`src/rtl/qspi_mgmt_host.sv`:
```
// QSPI management host: issues single-byte register reads and writes as x4 frames
// (opcode, 16-bit address, dummy turnaround for reads, one data byte).
module qspi_mgmt_host #(
  parameter int CLK_DIV      = 4,
  parameter int DUMMY_CYCLES = 4,
  parameter int CS_GAP       = 4
) (
  input  logic        clk,
  input  logic        rst_n,
  input  logic        rd_en,
  input  logic        wr_en,
  input  logic [15:0] addr,
  input  logic [7:0]  wr_data,
  output logic        busy,
  output logic        rd_valid,
  output logic [7:0]  rd_data,
  output logic        qspi_sck,
  output logic        qspi_cs_n,
  output logic [3:0]  qspi_dq_out,
  output logic        qspi_dq_oe,
  input  logic [3:0]  qspi_dq_in
);

  localparam int HALF  = CLK_DIV / 2;
  localparam int DIV_W = $clog2(CLK_DIV);
  localparam int GAP_W = $clog2(CS_GAP + 1);
  localparam logic [7:0] OP_WRITE = 8'h02;
  localparam logic [7:0] OP_READ  = 8'h0B;

  typedef enum logic [2:0] {IDLE, CMD, ADDR, DUMMY, RDATA, WDATA, END, GAP} state_t;

  state_t           state, state_next;
  logic [DIV_W-1:0] div_cnt;
  logic [7:0]       cnt;
  logic             tail;
  logic             is_write;
  logic [31:0]      tx;
  logic [7:0]       rx;
  logic [GAP_W-1:0] gap_cnt;
  logic             active, rise, fall, tail_done, req;
  logic [7:0]       op;

  assign busy = (state != IDLE);

  // NOTE: every signal written here gets a default first so no latch is inferred.
  always_comb begin
    active     = state inside {CMD, ADDR, DUMMY, RDATA, WDATA};
    rise       = active && !tail && (div_cnt == DIV_W'(HALF - 1));
    fall       = active && (div_cnt == DIV_W'(CLK_DIV - 1));
    tail_done  = active && tail && (div_cnt == DIV_W'(HALF - 1));
    req        = rd_en | wr_en;
    op         = wr_en ? OP_WRITE : OP_READ;
    state_next = state;
    case (state)
      IDLE:         if (req) state_next = CMD;
      CMD:          if (fall && cnt == 8'd1) state_next = ADDR;
      ADDR:         if (fall && cnt == 8'd3) state_next = is_write ? WDATA : DUMMY;
      DUMMY:        if (fall && cnt == 8'(DUMMY_CYCLES - 1)) state_next = RDATA;
      RDATA, WDATA: if (tail_done) state_next = END;
      END:          state_next = GAP;
      GAP:          if (gap_cnt == GAP_W'(CS_GAP - 1)) state_next = IDLE;
      default:      state_next = IDLE;
    endcase
  end

  // NOTE: sequential state uses non-blocking assignments only, so every flop
  // samples the pre-edge values regardless of statement order.
  always_ff @(posedge clk) begin
    if (!rst_n) state <= IDLE;
    else        state <= state_next;
  end

  always_ff @(posedge clk) begin
    if (!rst_n) begin
      div_cnt     <= '0;
      cnt         <= '0;
      tail        <= 1'b0;
      is_write    <= 1'b0;
      tx          <= '0;
      rx          <= '0;
      gap_cnt     <= '0;
      rd_valid    <= 1'b0;
      rd_data     <= '0;
      qspi_sck    <= 1'b0;
      qspi_cs_n   <= 1'b1;
      qspi_dq_out <= '0;
      qspi_dq_oe  <= 1'b0;
    end else begin
      rd_valid <= 1'b0;
      if (active) div_cnt <= fall ? '0 : div_cnt + 1'b1;
      if (rise) begin
        qspi_sck <= 1'b1;
        rx       <= {rx[3:0], qspi_dq_in};
      end
      if (fall) begin
        qspi_sck <= 1'b0;
        cnt      <= (state_next != state) ? '0 : cnt + 1'b1;
      end
      case (state)
        IDLE: if (req) begin
          // a write wins a collision because the opcode and direction follow wr_en
          is_write    <= wr_en;
          tx          <= {op[3:0], addr, wr_data, 4'h0};
          qspi_dq_out <= op[7:4];
          qspi_dq_oe  <= 1'b1;
          qspi_cs_n   <= 1'b0;
          div_cnt     <= '0;
          cnt         <= '0;
          tail        <= 1'b0;
        end
        CMD, ADDR: if (fall) begin
          if (state_next == DUMMY) begin
            qspi_dq_oe  <= 1'b0;
            qspi_dq_out <= '0;
          end else begin
            qspi_dq_out <= tx[31:28];
            tx          <= {tx[27:0], 4'h0};
          end
        end
        WDATA: if (fall) begin
          if (cnt == 8'd1) begin
            qspi_dq_oe  <= 1'b0;
            qspi_dq_out <= '0;
            tail        <= 1'b1;
          end else begin
            qspi_dq_out <= tx[31:28];
            tx          <= {tx[27:0], 4'h0};
          end
        end
        RDATA: if (fall && cnt == 8'd1) tail <= 1'b1;
        END:   gap_cnt <= '0;
        GAP:   gap_cnt <= gap_cnt + 1'b1;
        default: ;
      endcase
      // the tail keeps cs_n low for half an SCK period after the last falling edge
      if (tail_done) begin
        qspi_cs_n <= 1'b1;
        tail      <= 1'b0;
        if (!is_write) begin
          rd_valid <= 1'b1;
          rd_data  <= rx;
        end
      end
    end
  end

endmodule

```
`config.mk`:
```
export PLATFORM = sky130hd
export DESIGN_NAME = qspi_mgmt_host
export DESIGN_NICKNAME = d
export VERILOG_FILES = /design/src/rtl/qspi_mgmt_host.sv
export SDC_FILE = /design/constraint.sdc
export NUM_CORES = 1
export LEC_CHECK = 0
export CORE_MARGIN = 8
export CORE_UTILIZATION = 40
export CTS_CLUSTER_DIAMETER = 50
export DETAILED_ROUTE_END_ITERATION = 12
export PLACE_DENSITY_LB_ADDON = 0.05
export SYNTH_ARGS = -nofsm -noshare
export SYNTH_HDL_FRONTEND = slang
export SYNTH_SLANG_ARGS = --single-unit
export TNS_END_PERCENT = 10
```
`constraint.sdc`:
```
create_clock -name clk -period 3.4 [get_ports clk]
set_input_delay 0.68 -clock clk [delete_from_list [all_inputs] [get_ports clk]]
set_output_delay 0.68 -clock clk [all_outputs]
set_load 0.05 [all_outputs]
```
==> metrics.md <==
| Metric | Value |
|---|---|
| Core area | between 8000 and 9000 µm² |
| DIE AREA | roughly 11000 µm² |
| GPL Wtd Cong | about 0.85 |
| DR iter-0 viols | between 100 and 150 |
| Placed Instances | 522 |
| Seq/Total Area, Yosys | a little over two fifths |
| Tightest Pin Transition | between 0.6 and 0.7 ns |
| Clock Tree Root | clkbuf_8 |
| Row count | 33 |
| Post-synthesis instance total | 385 |
| Met3 wire length | approximately 340 µm |
| Comb power frac | ~16% |
| Synth top area cells | dfxtp_1, nand2_1, o211a_1 |
| Unrepaired setup endpoints after global routing | false |
| Syn nets | around 420 |
| # resized after CTS | 0 |
| Asr flop ratio synth | 0% |
| Most common cell in the netlist | nand2_1 |
| Final hold viol count | 0 |
| Fin crit share | 83.4% |
| Max-Cap Viols | 0 |
| CTS Buf Count | 9 |
| Syn. warnings | 0 |
| Wire length on met1 | between 3000 and 4000 µm |
| Post-synth EDFFs | 0 |
| Max rail drop VDD | a little under 200 µV |
| Die span in x | between 100 and 150 µm |
| CTS H-tree lvls | 3 |
| Critical path arrival | approximately 2.2 ns |
| DR WL/cell | about 15 µm |
| Req. time, crit path | 2.72 ns |
| Area of the multi-input gates | approximately 1800 µm² |
| Clock skew | ~0.013 ns |
| NumNets Final | between 400 and 500 |
| Slew headroom | between 50 and 60% |
| R2r setup slk | between 0.9 and 1 ns |
| Gr ovfl total | 0 |
| Yosys cell types | 46 |
| Critical Path End Type | output pin |
| Post-synth design cell area | approximately 3300 µm² |
| Worst-Skew Late Latency | around 0.35 ns |
| Final TNS setup | 0 ns |
| Layout area overhead | 21.0% |
| Crit Path Max Fanout | 16 |
| Yosys top cell by area | dfxtp_1 |
| Final ANT Viol Nets | 0 |
| Vias in the first global route | approximately 2800 |
| Final wirelength | 7880 µm |
| Hold_ws | about 0.46 ns |
| Commonest cells post-synth | nand2_1, dfxtp_1, nand4_1, o211a_1, nor2_1 |
| Routed wl met2 | ~3600 µm |
| Max Slew Vio Count | 0 |
| DRC | 0 |
| Top-area cell type share of the netlist area | between 40% and 50% |
| Clock buffer depth | 2 |
| I/O Buffers | 48 |
| Largest net degree at the start of global routing | between 40 and 50 |
| Via count | approximately 2800 |
| # fillers | 837 |
| Ratio of cells with drive above 1 in the final layout | about 7.2% |
| Die Ht | 107 µm |
| Peak Freq | between 300 and 400 MHz |
| Initial antenna violation count | 0 |
| Setup crit start kind | register |
| Pwr per Cell Area | roughly 430 nW/µm² |
| Global-route wire length before repair | about 13000 µm |
| CTS tree | yes |
| 1st-pass router iterations | 4 |
| Clock network fraction of total power | 31.7% |
| Hold Crit Class | reg -> reg |
| Switching Power | approximately 0.00047 W |
| Outcome | finished, final reports clean |
| Drt via density | 5.23 |
| P_leak | 1.64 nW |
| I/O pin cnt | 49 |
| Max Used Layer | met4 |
| Setup CP Type | reg -> out |
| Post-DP HPWL | ~5300 µm |
| Minimum clock period | 2.84 ns |
| Mapped Avg Cell Area | between 8 and 9 µm² |
| Setup violations, final | 0 |
| Layout Cells excl Fill | between 500 and 600 |
| Cell internal pwr | 0.00124 W |
| Primary FF master, synth | dfxtp_1 |
| FF+latch count, synth | 70 |
| Sequential cell fraction of total power | between 50% and 60% |
| Hold-fix buffers, CTS | 0 |
| Switching Fraction | between 20% and 30% |
| Global Route Usage Sum | 14.5% |
| Post CTS Setup Buffer Count | 0 |
| # clock sinks | 70 |
| FF+latch area | about 1400 µm² |
| ANT cells | 0 |
| Starting Density | between 40% and 50% |
| Clk slew on worst S/H paths | approximately 0.080 ns |
==> metal layers <==
layer  GRT usage, %  up-vias
met5              0        -
met4           6.33        0
met3           3.66       10
met2           22.6       48
met1           18.4     1303
li1               -     1436
==> power groups by stage <==
stage / Combinational [W] / Clock (W) / Sequential [W]
final: 0.000266 / 0.000540 / 0.000898
after floorplan: 0.000179 / 0 / 0.000916
after global placement: 0.000266 / 0 / 0.000915
after detailed placement: 0.000267 / 0 / 0.000916
after global routing: 0.000295 / 0.000599 / 0.000904
after CTS: 0.000268 / 0.000562 / 0.000898
==> cell type report <==
type	instances	share of cell area, %
multi-input cells	282	43.9
repair buffers	54	13.0
flip-flops and latches	70	35.1
inverters	11	1.04
clock buffers	10	3.20
well taps	105	3.29
clock inverters	3	0.376
==> cell families (layout without fill, tap and decap cells) <==
group | count (synthesis) | count (layout) | synth area share [%]
AND/OR/NAND/NOR | 186 | 186 | 27.4
flip-flops | 70 | 70 | 42.5
AO/OA/AOI/OAI | 68 | 68 | 16.9
buffers and inverters | 33 | 78 | 4.48
multiplexers | 15 | 15 | 4.59
XOR/XNOR | 7 | 7 | 1.86
adder cells (fa/ha/maj) | 6 | 6 | 2.28
==> worst max-delay path, stage by stage, from the launching register on <==
cell             delay [ns]
dfxtp_1                0.75
nor3_4                 0.13
inv_2                  0.13
clkdlybuf4s50_1        0.81
==> registers in the layout, indices dropped and copies added (netlist names) <==
register and count:
tx 28, cnt 8, rd_data 8, rx 8, qspi_dq_out 4, gap_cnt 3, state 3, div_cnt 2
is_write 1, qspi_cs_n 1, qspi_dq_oe 1, qspi_sck 1, rd_valid 1, tail 1
==> layout by cell type (no fill, tap or decap), drive strengths merged, types with 2 or more instances in the layout <==
master         Yosys  final
nand2             88     88
dfxtp             70     70
clkdlybuf4s50      0     47
nand4             24     24
o211a             23     23
nor2              21     21
nand3             16     16
mux2i             14     14
nor2b             13     13
inv               11     11
a21boi            11     11
clkbuf            18     10
a21oi              9      9
o21ai              9      9
nor3               7      7
buf                4      7
ha                 6      6
a31oi              5      5
and2               4      4
and3               4      4
xor2               4      4
xnor2              3      3
clkinv             0      3
nor3b              2      2
nand2b             2      2
o41ai              2      2
nor4               2      2
o32ai              2      2
==> stage by stage <==
| step | utilization, % | setup WS [ns] | instance area [µm²] | power [W] |
|---|---|---|---|---|
| floorplan | - | 1.21 | 3300 | 0.00110 |
| global placement | 47.5 | 0.843 | 3850 | 0.00118 |
| detailed placement | 47.5 | 0.709 | 3850 | 0.00118 |
| CTS | 49.3 | 0.550 | 3990 | 0.00173 |
| global route | 49.3 | 0.445 | 3990 | 0.00180 |
| finish | 49.3 | 0.563 | 3990 | 0.00170 |
==> path summary, 6_finish.rpt <==
kind	from	end	cells after the start
worst max-delay path	state[2]$_SDFF_PN0_	busy	3
worst max register to register	state[0]$_SDFF_PN0_	tx[9]$_SDFFE_PN0P_	7
worst min register to register	qspi_dq_out[3]$_SDFFE_PN0P_	qspi_dq_out[3]$_SDFFE_PN0P_	2
worst min-delay path	qspi_dq_out[3]$_SDFFE_PN0P_	qspi_dq_out[3]$_SDFFE_PN0P_	2
No activity file was read; power rests on OpenSTA's default activity.
